===== src/rtl/uart_pkg.sv =====
// Shared UART definitions: data width and the TX feeder handshake state encoding.
package uart_pkg;

  localparam int unsigned UART_DATA_W = 8;

  typedef enum logic [1:0] {
    IDLE      = 2'd0,
    START     = 2'd1,
    WAIT_DONE = 2'd2
  } feeder_state_e;

endpackage


===== src/rtl/sync_fifo.sv =====
// Synchronous FIFO with registered occupancy, empty and full flags.
// Flush clears pointers and count; a push during flush is dropped.
module sync_fifo #(
  parameter int unsigned DEPTH = 16,
  parameter int unsigned WIDTH = 8,
  localparam int unsigned CNT_W = $clog2(DEPTH) + 1
) (
  input  logic             clk,
  input  logic             reset,
  input  logic             push,
  input  logic [WIDTH-1:0] wr_data,
  input  logic             pop,
  input  logic             flush,
  output logic [WIDTH-1:0] rd_data,
  output logic [CNT_W-1:0] count,
  output logic             empty,
  output logic             full
);

  localparam int unsigned AW = $clog2(DEPTH);

  logic [WIDTH-1:0] mem [DEPTH];
  logic [AW-1:0]    wr_ptr;
  logic [AW-1:0]    rd_ptr;
  logic [CNT_W-1:0] count_nxt;
  logic             push_ok;
  logic             pop_ok;

  assign push_ok = push && !full && !flush;
  assign pop_ok  = pop && !empty;
  assign rd_data = mem[rd_ptr];

  always_comb begin
    count_nxt = count;
    case ({push_ok, pop_ok})
      2'b10:   count_nxt = count + CNT_W'(1);
      2'b01:   count_nxt = count - CNT_W'(1);
      default: count_nxt = count;
    endcase
  end

  // Storage has no reset so it can map onto a RAM.
  always_ff @(posedge clk) begin
    if (push_ok) begin
      mem[wr_ptr] <= wr_data;
    end
  end

  always_ff @(posedge clk) begin
    if (reset || flush) begin
      wr_ptr <= '0;
      rd_ptr <= '0;
      count  <= '0;
      empty  <= 1'b1;
      full   <= 1'b0;
    end else begin
      if (push_ok) begin
        wr_ptr <= wr_ptr + AW'(1);
      end
      if (pop_ok) begin
        rd_ptr <= rd_ptr + AW'(1);
      end
      count <= count_nxt;
      empty <= (count_nxt == '0);
      full  <= (count_nxt == CNT_W'(DEPTH));
    end
  end

endmodule


===== src/rtl/uart_tx_feeder.sv =====
// Byte buffer ahead of the UART transmitter: queues producer bytes and issues them one at a time.
// Define UART_TX_FEEDER_STATS_EN to add high_water and drop_cnt outputs.
module uart_tx_feeder
  import uart_pkg::*;
#(
  parameter int unsigned DEPTH = 16,
  localparam int unsigned CNT_W = $clog2(DEPTH) + 1
) (
  input  logic                   clk,
  input  logic                   reset,
  input  logic                   wr_valid,
  input  logic [UART_DATA_W-1:0] wr_data,
  output logic                   wr_ready,
  input  logic                   flush,
  output logic                   tx_start,
  output logic [UART_DATA_W-1:0] tx_data,
  input  logic                   tx_done,
  output logic                   busy,
`ifdef UART_TX_FEEDER_STATS_EN
  output logic [CNT_W-1:0]       high_water,
  output logic [15:0]            drop_cnt,
`endif
  output logic [CNT_W-1:0]       count,
  output logic                   empty,
  output logic                   full
);

  feeder_state_e          state;
  logic                   fifo_pop;
  logic [UART_DATA_W-1:0] fifo_rd_data;

  assign wr_ready = !full;
  assign fifo_pop = (state == IDLE) && !empty;

  sync_fifo #(
    .DEPTH (DEPTH),
    .WIDTH (UART_DATA_W)
  ) u_fifo (
    .clk     (clk),
    .reset   (reset),
    .push    (wr_valid),
    .wr_data (wr_data),
    .pop     (fifo_pop),
    .flush   (flush),
    .rd_data (fifo_rd_data),
    .count   (count),
    .empty   (empty),
    .full    (full)
  );

  // Launch FSM: one byte in flight at a time, next pop only after tx_done returns us to IDLE.
  always_ff @(posedge clk) begin
    if (reset) begin
      state    <= IDLE;
      tx_start <= 1'b0;
      tx_data  <= '0;
      busy     <= 1'b0;
    end else begin
      case (state)
        IDLE: begin
          if (!empty) begin
            tx_data  <= fifo_rd_data;
            tx_start <= 1'b1;
            busy     <= 1'b1;
            state    <= START;
          end
        end
        START: begin
          tx_start <= 1'b0;
          state    <= WAIT_DONE;
        end
        WAIT_DONE: begin
          if (tx_done) begin
            busy  <= 1'b0;
            state <= IDLE;
          end
        end
        default: begin
          tx_start <= 1'b0;
          busy     <= 1'b0;
          state    <= IDLE;
        end
      endcase
    end
  end

`ifdef UART_TX_FEEDER_STATS_EN
  // High-water survives flush; drop counter saturates.
  always_ff @(posedge clk) begin
    if (reset) begin
      high_water <= '0;
      drop_cnt   <= '0;
    end else begin
      if (count > high_water) begin
        high_water <= count;
      end
      if (wr_valid && !wr_ready && (drop_cnt != 16'hFFFF)) begin
        drop_cnt <= drop_cnt + 16'd1;
      end
    end
  end
`endif

endmodule


===== config.mk =====
export PLATFORM = sky130hd
export DESIGN_NAME = uart_tx_feeder
export DESIGN_NICKNAME = d
export VERILOG_FILES = /design/src/rtl/uart_pkg.sv /design/src/rtl/sync_fifo.sv /design/src/rtl/uart_tx_feeder.sv
export SDC_FILE = /design/constraint.sdc
export NUM_CORES = 1
export LEC_CHECK = 0
export ABC_CLOCK_PERIOD_IN_PS = 3100
export BUFFER_PORTS_ARGS = -buffer_cell sky130_fd_sc_hd__clkbuf_2
export CAP_MARGIN = 20
export CORE_MARGIN = 4
export CORE_UTILIZATION = 30
export DETAILED_ROUTE_END_ITERATION = 6
export GPL_ROUTABILITY_DRIVEN = 0
export HOLD_SLACK_MARGIN = 0.03
export SLEW_MARGIN = 20
export SYNTH_ARGS = -nofsm -noshare
export SYNTH_HDL_FRONTEND = slang
export SYNTH_HIERARCHICAL = 1
export SYNTH_SLANG_ARGS = --single-unit

===== constraint.sdc =====
create_clock -name clk -period 3.1 [get_ports clk]
set_input_delay 0.31 -clock clk [delete_from_list [all_inputs] [get_ports clk]]
set_output_delay 0.31 -clock clk [all_outputs]
set_load 0.005 [all_outputs]

==> metrics.md <==
| Metric | Value |
|---|---|
| Status | `finished clean` |
| Clock Latency Late Sink | `410 ps` |
| Startpoint Class | `flip-flop` |
| Number of synthesized register bits | `159` |
| NumNets Final | `418` |
| Relative slew slack | `45.7%` |
| First-pass GRT wire length | `19100 um` |
| Cts repair resizes | `0` |
| Die width | `154 um` |
| Number of clock sinks | `159` |
| Dpl ws | `536 ps` |
| Worst VDD drop | `0.000338 V` |
| N_diodes | `0` |
| Avg Cell Area, Syn | `17.6 sq um` |
| Worst Tran Pin Value | `812 ps` |
| Final Max Tran Viols | `0` |
| WP data arrival | `2980 ps` |
| Buffer depth of the longest clock path | `2` |
| Hold path depth | `3` |
| Max_cap viols | `0` |
| Post-synth EDFFs | `128` |
| Drt drc | `0` |
| RSZ-0062 raised after global routing | `false` |
| DR WL/cell | `17.5 um` |
| Pre-antenna DRT Iters | `4` |
| Tcrit/Tclk final | `85.4%` |
| Leak Pwr | `2.37 nW` |
| Synthesized Nets | `382` |
| YS warnings | `6` |
| DRT iter0 DRCs | `224` |
| # setup viols final | `0` |
| Ys flop type | `edfxtp_1` |
| Starting density of the core | `30.4%` |
| Gate Count Post-Synth | `362` |
| Dpl hpwl | `8060 um` |
| Die area | `23700 sq um` |
| CTS Root Cell | `clkbuf_16` |
| Crit Path Class | `reg -> reg` |
| Most frequent cells in the layout | `128 x edfxtp_1, 40 x mux4_2, 30 x dfxtp_1, 30 x clkbuf_2, 30 x nor2_1` |
| Share of cells above drive strength 1 | `28.6%` |
| Hold WS | `181 ps` |
| Post-synth top area cell | `edfxtp_1` |
| Gr ovfl total | `0` |
| Post-cts hold buffer count | `0` |
| CP max FO | `10` |
| Cts bufs inserted | `17` |
| Core area | `21000 sq um` |
| Register area share after synthesis | `70.0%` |
| Post-Syn Area | `6380 sq um` |
| Data required, critical path | `3430 ps` |
| Vias in the first global route | `3360` |
| Most common cell after layout, fill and taps aside | `edfxtp_1` |
| Antenna Nets Post-Route | `0` |
| Reg2Reg Depth | `11` |
| CP Capture Type | `flip-flop` |
| Layout Skew | `5.93 ps` |
| Netlist cell types | `43` |
| Power Density | `611 nW/um^2` |
| Via density | `4.77` |
| Final worst slack | `451 ps` |
| Site Rows | `53` |
| Total power | `4.55 mW` |
| Fmax | `378 MHz` |
| Hold Vio Cnt, Final | `0` |
| CTS tree | `done` |
| Tmin final | `2650 ps` |
| Drt total wl | `12000 um` |
| # Post-CTS Setup Buffers | `0` |
| Initial antenna violation count | `0` |
| Worst hold path class | `in -> reg` |
| Worst-path clk slew | `60 ps` |
| Area growth syn-to-layout | `16.8%` |
| Largest net degree at the start of global routing | `33` |
| Synth top area share | `60.3%` |
| Asr flop ratio synth | `0%` |
| Gr usage total | `10.6%` |
| Buffers on Ports | `30` |
| Number of H-tree levels | `4` |
| Area contributors post-synth | `edfxtp_1 60%, mux4_2 14%, dfxtp_1 9.7%, nor2_1 1.8%, ha_1 1.4%` |
| Setup TNS | `0 ps` |
| Chip height | `154 um` |
| Vias | `3261` |
| I/O pin count | `31` |
-- sequential cells by signal (all words and copies together) (netlist names), named ones only --
signal         flops
busy               1
state              2
tx_data            8
tx_start           1
u_fifo/count       5
u_fifo/empty       1
u_fifo/full        1
u_fifo/mem       128
u_fifo/rd_ptr      4
u_fifo/wr_ptr      4
-- path summary, 6_finish.rpt --
kind               from      endpoint  slack (ps)
max            state[1]  u_fifo/empty         450
min             tx_done      state[1]         180
max reg2reg    state[1]  u_fifo/empty         450
min reg2reg  tx_data[2]    tx_data[2]         470
-- report_power, final --
| part | leakage [nW] | switching (mW) | internal [mW] |
|---|---|---|---|
| Combinational | 0.675 | 0.0683 | 0.0387 |
| Sequential | 1.40 | 0.00689 | 2.32 |
| Clock | 0.288 | 0.781 | 1.34 |
| Total | 2.37 | 0.856 | 3.70 |
-- worst max-delay path, stage by stage, from the launching register on --
cell	delay [ps]
dfxtp_1	310
nor3_1	180
nand2b_1	200
inv_2	230
nand2_2	90
xnor2_1	140
ha_1	310
nor3b_1	390
o211ai_1	180
a31oi_1	240
a31oi_1	100
o31ai_1	210
-- per-stage QoR --
| step | util [%] | area, sq um | std cells |
|---|---|---|---|
| global route | 35.6 | 7450 | 684 |
| CTS | 35.6 | 7450 | 684 |
| detailed placement | 32.7 | 6850 | 654 |
| floorplan | - | 6380 | 362 |
| global placement | 32.7 | 6850 | 654 |
| finish | 35.6 | 7450 | 684 |
-- area by class of cell --
class | count | area (sq um)
Timing Repair Buffer | 40 | 238
Inverter | 6 | 25.0
Tap cell | 275 | 344
Fill cell | 1988 | 13500
Clock inverter | 10 | 163
Multi-Input combinational cell | 174 | 1780
Sequential cell | 159 | 4470
Clock buffer | 20 | 437
-- layer usage --
metal  share of wire (%)  track usage [%]  vias up
met4                 1.1             3.78        0
met2                  46             15.8       72
met5                   0                0        -
met3                 4.3             3.01       14
li1                    -                -     1510
met1                  48             14.7     1665
-- synthesized netlist by cell type, types with 2 or more instances --
| master | instances |
|---|---|
| nand4_1 | 4 |
| nand2b_1 | 5 |
| clkbuf_1 | 10 |
| o211ai_1 | 2 |
| nor2_1 | 30 |
| buf_6 | 2 |
| o31ai_1 | 9 |
| or3b_1 | 2 |
| o21ai_0 | 2 |
| a21oi_1 | 15 |
| a21o_1 | 2 |
| nand2_1 | 8 |
| a31oi_1 | 2 |
| inv_1 | 4 |
| buf_1 | 5 |
| buf_2 | 6 |
| xnor2_1 | 5 |
| nor3_1 | 9 |
| dfxtp_1 | 31 |
| xor2_1 | 7 |
| edfxtp_1 | 128 |
| or4b_1 | 8 |
| ha_1 | 7 |
| mux4_2 | 40 |
-- kinds of logic (layout without fill, tap and decap cells) --
family	count (synthesis)	in the layout	share of synthesized area [%]
buffers and inverters	29	76	2.10
AND/OR/NAND/NOR	78	78	6.93
adder cells (fa/ha/maj)	7	7	1.37
multiplexers	41	41	14.3
AO/OA/AOI/OAI	36	36	3.67
flip-flops	159	159	70.0
XOR/XNOR	12	12	1.65
Note: power is estimated with default switching activity, not from simulation.
